File: src/rtl/noc_pkg.sv
// noc_pkg: shared defaults, FSM state type and route decision for tree-router blocks.
// route_is_ch1 takes zero-extended address fields plus the real address width.
package noc_pkg;

  localparam int NOC_WIDTH_PACKET = 14;
  localparam int NOC_WIDTH_ADDR   = 3;
  localparam int NOC_ADDR_MAX     = 16;

  typedef enum logic [1:0] {
    IDLE,
    SEND1,
    SEND2
  } in_ctrl_state_t;

  // Parent: test the destination bit owned by this level (0 -> ch1).
  // Child: any mismatch outside the subtree sends the packet up (ch1).
  function automatic logic route_is_ch1(
    input logic [NOC_ADDR_MAX-1:0] dest,
    input int unsigned             level,
    input logic                    is_parent,
    input logic [NOC_ADDR_MAX-1:0] mask,
    input logic [NOC_ADDR_MAX-1:0] addr,
    input int unsigned             width_addr
  );
    logic [NOC_ADDR_MAX-1:0] sh;
    sh = dest >> (width_addr - 1 - level);
    if (is_parent) return !sh[0];
    return ((dest ^ addr) & mask) != '0;
  endfunction

endpackage

File: src/rtl/noc_sync_fifo.sv
// noc_sync_fifo: DEPTH-entry synchronous FIFO, any DEPTH >= 2.
// Ports: push/wdata in, pop in, rdata = head, full/empty/count status.
module noc_sync_fifo #(
  parameter  int WIDTH = 14,
  parameter  int DEPTH = 4,
  localparam int CW    = $clog2(DEPTH + 1),
  localparam int PW    = $clog2(DEPTH)
) (
  input  logic             clk,
  input  logic             rst_n,
  input  logic             push,
  input  logic [WIDTH-1:0] wdata,
  input  logic             pop,
  output logic [WIDTH-1:0] rdata,
  output logic             full,
  output logic             empty,
  output logic [CW-1:0]    count
);

  logic [WIDTH-1:0] mem [DEPTH];
  logic [PW-1:0]    wr_q;
  logic [PW-1:0]    rd_q;
  logic [CW-1:0]    cnt_q;
  logic             do_push;
  logic             do_pop;

  assign full    = (cnt_q == CW'(DEPTH));
  assign empty   = (cnt_q == '0);
  assign count   = cnt_q;
  assign rdata   = mem[rd_q];
  // A full FIFO refuses pushes even when a pop frees a slot this cycle.
  assign do_push = push && !full;
  assign do_pop  = pop && !empty;

  always_ff @(posedge clk or negedge rst_n) begin
    if (!rst_n) begin
      wr_q  <= '0;
      rd_q  <= '0;
      cnt_q <= '0;
    end else begin
      if (do_push)
        wr_q <= (wr_q == PW'(DEPTH - 1)) ? '0 : wr_q + PW'(1);
      if (do_pop)
        rd_q <= (rd_q == PW'(DEPTH - 1)) ? '0 : rd_q + PW'(1);
      if (do_push && !do_pop)
        cnt_q <= cnt_q + CW'(1);
      else if (do_pop && !do_push)
        cnt_q <= cnt_q - CW'(1);
    end
  end

  always_ff @(posedge clk) begin
    if (do_push) mem[wr_q] <= wdata;
  end

endmodule

File: src/rtl/noc_input_ctrl_buf.sv
// noc_input_ctrl_buf: buffered tree-router input port; FIFO + 1-entry output register
// steering each head packet to out1/out2. Ports: in_* valid/ready, out1_*/out2_*
// valid/ready/data, occupancy. `ROUTE_STATS_EN adds stats_clr, out1_cnt, out2_cnt.
module noc_input_ctrl_buf
  import noc_pkg::*;
#(
  parameter int                    WIDTH_PACKET = NOC_WIDTH_PACKET,
  parameter int                    WIDTH_ADDR   = NOC_WIDTH_ADDR,
  parameter int                    LEVEL        = 0,
  parameter bit                    IS_PARENT    = 1'b0,
  parameter logic [WIDTH_ADDR-1:0] MASK         = 3'b110,
  parameter logic [WIDTH_ADDR-1:0] ADDR         = 3'b000,
  parameter int                    DEPTH        = 4,
  localparam int                   OW           = $clog2(DEPTH + 1)
) (
  input  logic                    clk,
  input  logic                    rst_n,
  input  logic                    in_valid,
  output logic                    in_ready,
  input  logic [WIDTH_PACKET-1:0] in_data,
  output logic                    out1_valid,
  input  logic                    out1_ready,
  output logic [WIDTH_PACKET-1:0] out1_data,
  output logic                    out2_valid,
  input  logic                    out2_ready,
  output logic [WIDTH_PACKET-1:0] out2_data,
`ifdef ROUTE_STATS_EN
  input  logic                    stats_clr,
  output logic [15:0]             out1_cnt,
  output logic [15:0]             out2_cnt,
`endif
  output logic [OW-1:0]           occupancy
);

  in_ctrl_state_t state_q;
  in_ctrl_state_t state_d;

  logic [WIDTH_PACKET-1:0] head;
  logic [WIDTH_PACKET-1:0] data_q;
  logic [WIDTH_ADDR-1:0]   dest;
  logic                    full;
  logic                    empty;
  logic                    pop;
  logic                    done;
  logic                    head_ch1;

  noc_sync_fifo #(
    .WIDTH (WIDTH_PACKET),
    .DEPTH (DEPTH)
  ) u_fifo (
    .clk   (clk),
    .rst_n (rst_n),
    .push  (in_valid),
    .wdata (in_data),
    .pop   (pop),
    .rdata (head),
    .full  (full),
    .empty (empty),
    .count (occupancy)
  );

  assign in_ready = !full;
  assign dest     = head[WIDTH_PACKET-WIDTH_ADDR-1 -: WIDTH_ADDR];
  assign head_ch1 = route_is_ch1(
    NOC_ADDR_MAX'(dest), unsigned'(LEVEL), IS_PARENT,
    NOC_ADDR_MAX'(MASK), NOC_ADDR_MAX'(ADDR), unsigned'(WIDTH_ADDR));

  // done: output register is free at the next edge (idle or being taken).
  always_comb begin
    state_d = state_q;
    pop     = 1'b0;
    done    = 1'b0;
    unique case (1'b1)
      state_q == SEND1: done = out1_ready;
      state_q == SEND2: done = out2_ready;
      default:          done = 1'b1;
    endcase
    if (done) begin
      if (!empty) begin
        pop     = 1'b1;
        state_d = head_ch1 ? SEND1 : SEND2;
      end else begin
        state_d = IDLE;
      end
    end
  end

  always_ff @(posedge clk or negedge rst_n) begin
    if (!rst_n) begin
      state_q <= IDLE;
      data_q  <= '0;
    end else begin
      state_q <= state_d;
      if (pop) data_q <= head;
    end
  end

  assign out1_valid = (state_q == SEND1);
  assign out2_valid = (state_q == SEND2);
  assign out1_data  = data_q;
  assign out2_data  = data_q;

`ifdef ROUTE_STATS_EN
  always_ff @(posedge clk or negedge rst_n) begin
    if (!rst_n) begin
      out1_cnt <= '0;
      out2_cnt <= '0;
    end else if (stats_clr) begin
      out1_cnt <= '0;
      out2_cnt <= '0;
    end else begin
      if (out1_valid && out1_ready && out1_cnt != 16'hFFFF)
        out1_cnt <= out1_cnt + 16'd1;
      if (out2_valid && out2_ready && out2_cnt != 16'hFFFF)
        out2_cnt <= out2_cnt + 16'd1;
    end
  end
`endif

endmodule

File: config.mk
export PLATFORM = sky130hd
export DESIGN_NAME = noc_input_ctrl_buf
export DESIGN_NICKNAME = d
export VERILOG_FILES = /design/src/rtl/noc_pkg.sv /design/src/rtl/noc_sync_fifo.sv /design/src/rtl/noc_input_ctrl_buf.sv
export SDC_FILE = /design/constraint.sdc
export NUM_CORES = 1
export LEC_CHECK = 0
export BUFFER_PORTS_ARGS = -buffer_cell sky130_fd_sc_hd__clkbuf_2
export CAP_MARGIN = 10
export CORE_MARGIN = 4
export CORE_UTILIZATION = 25
export DETAILED_ROUTE_END_ITERATION = 8
export HOLD_SLACK_MARGIN = 0.08
export PLACE_DENSITY = 0.47
export SLEW_MARGIN = 5
export SYNTH_ARGS = -nofsm -noshare
export SYNTH_HDL_FRONTEND = slang
export SYNTH_SLANG_ARGS = --single-unit
File: constraint.sdc
create_clock -name clk -period 3.45 [get_ports clk]
set_clock_uncertainty 0.1 [all_clocks]
set_input_delay 0.345 -clock clk [delete_from_list [all_inputs] [get_ports clk]]
set_output_delay 0.345 -clock clk [all_outputs]
set_load 0.03 [all_outputs]
* Word-level counts from Yosys, hierarchy flattened *
Memories as Yosys holds them, arrays and structs flattened.
Index checks and enable logic that the tools add are counted.

word-level totals
  bits of input ports = 19
  memory bits (writable) = 56
  register bits = 23
  memories kept = 1

memories
  memory      words  bits a word  read ports  clocked after Yosys merged registers in  wr ports  RTL line             RTL
  u_fifo.mem  4      14           1           0                                        1         noc_sync_fifo.sv:20  logic [WIDTH-1:0] mem [DEPTH];

cells by class
  reductions and logical operators = 11
  muxes and demuxes = 11
  eq/ne operators = 5
  $add $sub $neg = 4

operators with widths
  cell                 count
  $reduce_bool 16->1   1
  $mux 2               4
  $eq 2x2->1 const B   3
  $mux 3               2
  $add 2x1->2 const B  2
  $logic_and 1x1->1    4
  $logic_not 1->1      4
  $mux 1               4
  $add 3x1->3 const B  1
  $eq 3x3->1 const B   1
  $logic_not 3->1      1
  $sub 3x1->3 const B  1
  $eq 2x1->1 const B   1
  $pmux 1 s2           1
  $reduce_bool 2->1    1

* Logic depth before layout (Yosys ltp) *
  depth after elaboration = 7
  gate-level depth with buffers = 12
  depth with buffers taken out = 11

* Hierarchy *
From an unflattened synthesis, not the netlist that was laid out.

unflattened totals
  cell total of the unflattened synthesis = 167
  area, all modules = 3270.6 um2

modules (own cells, without submodules)
  module              cells an instance  seq. area each (um2)  area each (um2)  instances
  noc_sync_fifo       110                1856.8                2461.1           1
  noc_input_ctrl_buf  57                 400.4                 809.5            1

* Worst setup path after synthesis *
No wires, ideal clock.

  path kind = register to register
  start = register state_q[1]
  end = register u_fifo.cnt_q[1], in the netlist u_fifo.count[1]
  arrival = 2401 ps
  stages on the path, launching flop included = 11
  period minus slack after synthesis = 2625 ps
  path buffers = 1
  path slack = 825 ps
  library setup time = 125 ps
  path through = dfrtp_1 inv_1 ha_1 a221oi_2 nor2_2 buf_6 inv_1 ha_1 inv_1 fa_1 mux2_2

between the ends
  word-level cells in the longest chain between the ends = 7
  elaborated cells on any way between the ends = 10

ends and longest elaborated chain
  what                                         RTL line                  RTL
  from (decl)                                  noc_input_ctrl_buf.sv:35  in_ctrl_state_t state_q;
  from (signal assigned)                       noc_input_ctrl_buf.sv:93  state_q <= state_d;
  $eq 2x1->1 (*)                               --
  named net out1_valid                         noc_input_ctrl_buf.sv:21  output logic out1_valid,
  $pmux 1 s2 (*)                               noc_input_ctrl_buf.sv:73  unique case (1'b1)
  $mux 1 (*)                                   noc_input_ctrl_buf.sv:78  if (done) begin
  $logic_and 1x1->1 (*)                        noc_sync_fifo.sv:33       assign do_pop = pop && !empty;
  $logic_not 1->1                              noc_sync_fifo.sv:45       if (do_push && !do_pop)
  $logic_and 1x1->1                            noc_sync_fifo.sv:45
  $mux 3 or $reduce_bool 2->1 (tied branches)  --
  to (signal assigned)                         noc_sync_fifo.sv:46       cnt_q <= cnt_q + CW'(1);
  to (signal assigned)                         noc_sync_fifo.sv:48       cnt_q <= cnt_q - CW'(1);
  to (decl)                                    noc_sync_fifo.sv:23       logic [CW-1:0] cnt_q;

Mark *: on every way through the listed nets, which the timed path passes. The rest lies on a longest branch.
A chain may end at the register's enable or synchronous reset.

* Worst setup path in the final report *
  start = register state_q[0]
  end = register u_fifo.cnt_q[2], in the netlist u_fifo.count[2]

between the ends
  word-level cells in the longest chain between the ends = 7
  elaborated cells on any way between the ends = 10

ends and longest elaborated chain
  what                                         RTL line
  $eq 2x2->1 or $eq 2x1->1 (tied branches)     noc_input_ctrl_buf.sv:75, noc_input_ctrl_buf.sv:74
  $pmux 1 s2 (*)                               noc_input_ctrl_buf.sv:73
  $mux 1 (*)                                   noc_input_ctrl_buf.sv:78
  $logic_and 1x1->1 (*)                        noc_sync_fifo.sv:33
  $logic_not 1->1                              noc_sync_fifo.sv:45
  $logic_and 1x1->1                            noc_sync_fifo.sv:45
  $mux 3 or $reduce_bool 2->1 (tied branches)  --

Every way passes the cells marked *; elsewhere a longest branch is shown, timed or not.

==> results.txt <==
* Run status: finished, final reports clean
* Initial Util: 25.7%
- Via count of the routed design: 1522
* Total I/O pin count: 53
- After detailed routing, the number of remaining DRC violations is 0.
- Height of the die: 122 microns
- Routed Antenna Nets: 0
* Final slew viol count: 0
- At the end of routability-driven placement, the weighted congestion stood at 0.647.
- In this run, CTS created clock tree buffers numbering 9.
* Detailed placement HPWL: 3.68 mm
* Max Cap Viol: 0
* WL/cell: 14.8 microns
- Area of the mapped netlist: 0.00325 sq mm
* Least-Margin Pin Slew: 845 ps
- Ratio of routed vias to standard cells: 3.90
- Summed negative setup slack over all endpoints: 0 ps
* Series of cell instances along the critical path: ha_1 > a221oi_2 > nor2_2 > inv_1 > ha_1 > inv_1 > fa_1 > xor2_1 > nor2_1 > xor2_1
- Clock-pin slew was measured on the worst setup and hold paths at 60 ps.
* Unrepaired setup endpoints after global routing: false
* Cell count after placement: 373
- The clock passes through at most 2 buffers.
- Count of H-tree levels built during CTS: 3
- Unique masters post-synth: 24
* Crit path required time: 3600 ps
- The floorplan step defined a core boundary enclosing 0.0127 sq mm.
- STA classifies the critical path endpoint as a flip-flop.
- TritonCTS Sinks: 79
- Entering global routing, the biggest net connects 24 pins.
* Wire length of the first global-routing pass: 9.07 mm
- Detailed-route wire length: 5.76 mm
* Register bit count reported by yosys: 79
- The initial antenna violation count came to 0.
- Input/output buffers: 52
- Maximum fanout count along the critical path: 3
* F_max: 0.431 GHz
* Layout Utilization: 30.6%
- The first TritonRoute pass finished after 4 iterations.
- Layout filler cell count: 1263
- Post-CTS Resized: 0
- On the critical path, the stage with the largest delay is an instance of dfrtp_1.
- Maximum ir drop on the vdd rail: 0.301 mV
- Mean instance size in the synthesized netlist: 19.7 sq um
- Finished Layout Cells: 390
- During synthesis, Yosys emitted a total of 0 warnings.
* Final Cycle Share: 67.2%
- The number of nets in the synthesized netlist is 193.
- TritonCTS clock tree: done
- The critical path is of the reg2reg type.
* Critical path arrival: 2460 ps
- P&R area growth vs syn: 19.4%
* Pleak: 1.51 nW
- In this run the tightest slew margin relative to its limit is 43.7%.
- For this run the aggregate overflow at the end of global routing stands at 0.
- The via count of the first global-routing pass came to 1605.
* Share of final-layout standard cells stronger than drive strength 1: 44.0%
- Setup violations remaining at the end of the flow were counted as 0.
- Clock latency reported for the late side of the worst-skew pair: 320 ps
* Number of standard cells after synthesis: 165
- Shortest clock period the worst path allows after layout: 2320 ps
- The final hold violation count was 0.
- From left edge to right edge, the die measures 122 microns.
- N_diodes: 0
* Largest incremental delay on the critical path: 390 ps
* Number of cell rows: 41
- In the final design database the tool counted 241 nets.
- HP Class: in2reg
- Floorplan die area: 0.0149 sq mm
* GRT Overall Usage: 8.40%
- CTS Root Cell: clkbuf_16
- Startpoint type of the worst setup path: flip-flop
* Register area share after synthesis: 69.4%
* Number of design-rule violations left by the first detailed-router iteration: 90
* Cell area power density: 1050 mW/mm^2
-- cell families after synthesis --
| group | after synthesis | synth area share, % |
|---|---|---|
| fa+ha+maj | 9 | 3.69 |
| flops | 79 | 69.4 |
| compound gates | 4 | 1.12 |
| mux | 33 | 17.7 |
| xor+xnor | 3 | 0.808 |
| simple gates | 13 | 1.92 |
| buf+inv | 24 | 5.39 |
-- layout make-up --
cell class	count	area (sq um)	area share, %
Sequential cell	79	2260	58.2
Tap cell	172	215	5.54
Multi-Input combinational cell	62	820	21.1
Inverter	6	22.5	0.580
Clock buffer	10	229	5.90
Timing Repair Buffer	55	285	7.35
Clock inverter	6	52.6	1.35
-- worst max-delay path: cells and delay by family (launching register included) --
kind | cells | cell delay, ps
AOI/OAI and AO/OA | 1 | 360
and+or+nand+nor | 2 | 170
xor gates and xnor gates | 2 | 310
buffers and inverters | 2 | 140
DFF | 1 | 390
adders and majority gates | 3 | 780
-- flip-flops by register name (all words and copies together), names as in the netlist --
register,count
u_fifo.mem,56
out1_data,14
u_fifo.count,3
state_q,2
u_fifo.rd_q,2
u_fifo.wr_q,2
-- path summary, 6_finish.rpt --
check	startpoint	to	slack, ps	cells after the start
min reg2reg	state_q[0]	state_q[0]	430	2
max in group asynchronous	rst_n	out1_data[12]	2320	2
max reg2reg	state_q[0]	u_fifo.count[2]	1130	10
min in group asynchronous	rst_n	out1_data[13]	490	2
min	in_data[0]	u_fifo.mem[1][0]	130	1
max	state_q[0]	u_fifo.count[2]	1130	10
-- synthesized netlist by cell type --
master	number	area, sq um
inv_1	6	22.5
edfxtp_1	56	1680
buf_6	2	22.5
mux2_4	6	90.1
nor2_2	1	6.26
mux4_2	8	180
buf_4	14	105
dfrtp_1	23	576
and2_1	4	25.0
xnor2_1	1	8.76
mux2_2	13	146
nor3_1	1	5.00
a22o_1	1	8.76
nor2_1	5	18.8
fa_1	1	20.0
ha_1	8	100
buf_12	1	20.0
a221oi_2	1	15.0
xor2_1	2	17.5
a21boi_1	1	7.51
nand2_1	2	7.51
o21ai_0	1	5.00
mux4_1	6	158
buf_2	1	5.00
-- power by group --
group	leakage, nW	internal, W	switching (W)	total (W)
clock	0.141	0.000551	0.000343	0.000894
combinational	0.590	0.000710	0.000933	0.00164
sequential	0.783	0.00132	0.000197	0.00152
-- layer usage --
metal | routed length (microns) | vias up | track usage, %
li1 | - | 716 | -
met1 | 2610 | 759 | 10.8
met2 | 2730 | 41 | 13.0
met5 | 0 | - | 0
met4 | 89 | 0 | 3.78
met3 | 333 | 6 | 2.69
-- layout by cell type (no fill, tap or decap) --
master	Yosys	routed
a21boi_1	1	1
a221oi_2	1	1
a22o_1	1	1
and2_1	4	4
buf_4	14	2
bufinv_16	0	1
clkbuf_1	0	1
clkbuf_16	0	9
clkbuf_2	0	52
clkinv_1	0	2
clkinv_2	0	3
dfrtp_1	23	23
dlygate4sd3_1	0	1
edfxtp_1	56	56
fa_1	1	1
ha_1	8	8
inv_1	6	6
mux2_2	13	13
mux2_4	6	6
mux4_1	6	6
mux4_2	8	8
nand2_1	2	2
nor2_1	5	5
nor2_2	1	1
nor3_1	1	1
o21ai_0	1	1
xnor2_1	1	1
xor2_1	2	2
-- what timing repair did --
| item | 4_1_cts | 5_1_grt |
|---|---|---|
| setup buffers | 0 | 0 |
| hold buffers | 1 | 0 |
| endpoints found under the setup margin | 0 | 0 |
| endpoints found under the hold margin | 23 | 0 |
-- through the flow --
stage	total power [W]	hold WS [ps]	instance area, sq um	worst slack (ps)
2_1_floorplan	0.00292	-50.6	3250	825
3_3_place_gp	0.00320	322	3590	1160
3_5_place_dp	0.00323	318	3590	1120
4_1_cts	0.00413	127	3880	1110
5_1_grt	0.00432	134	3880	961
6_report	0.00406	134	3880	1130
Note: power is estimated with default switching activity, not from simulation.
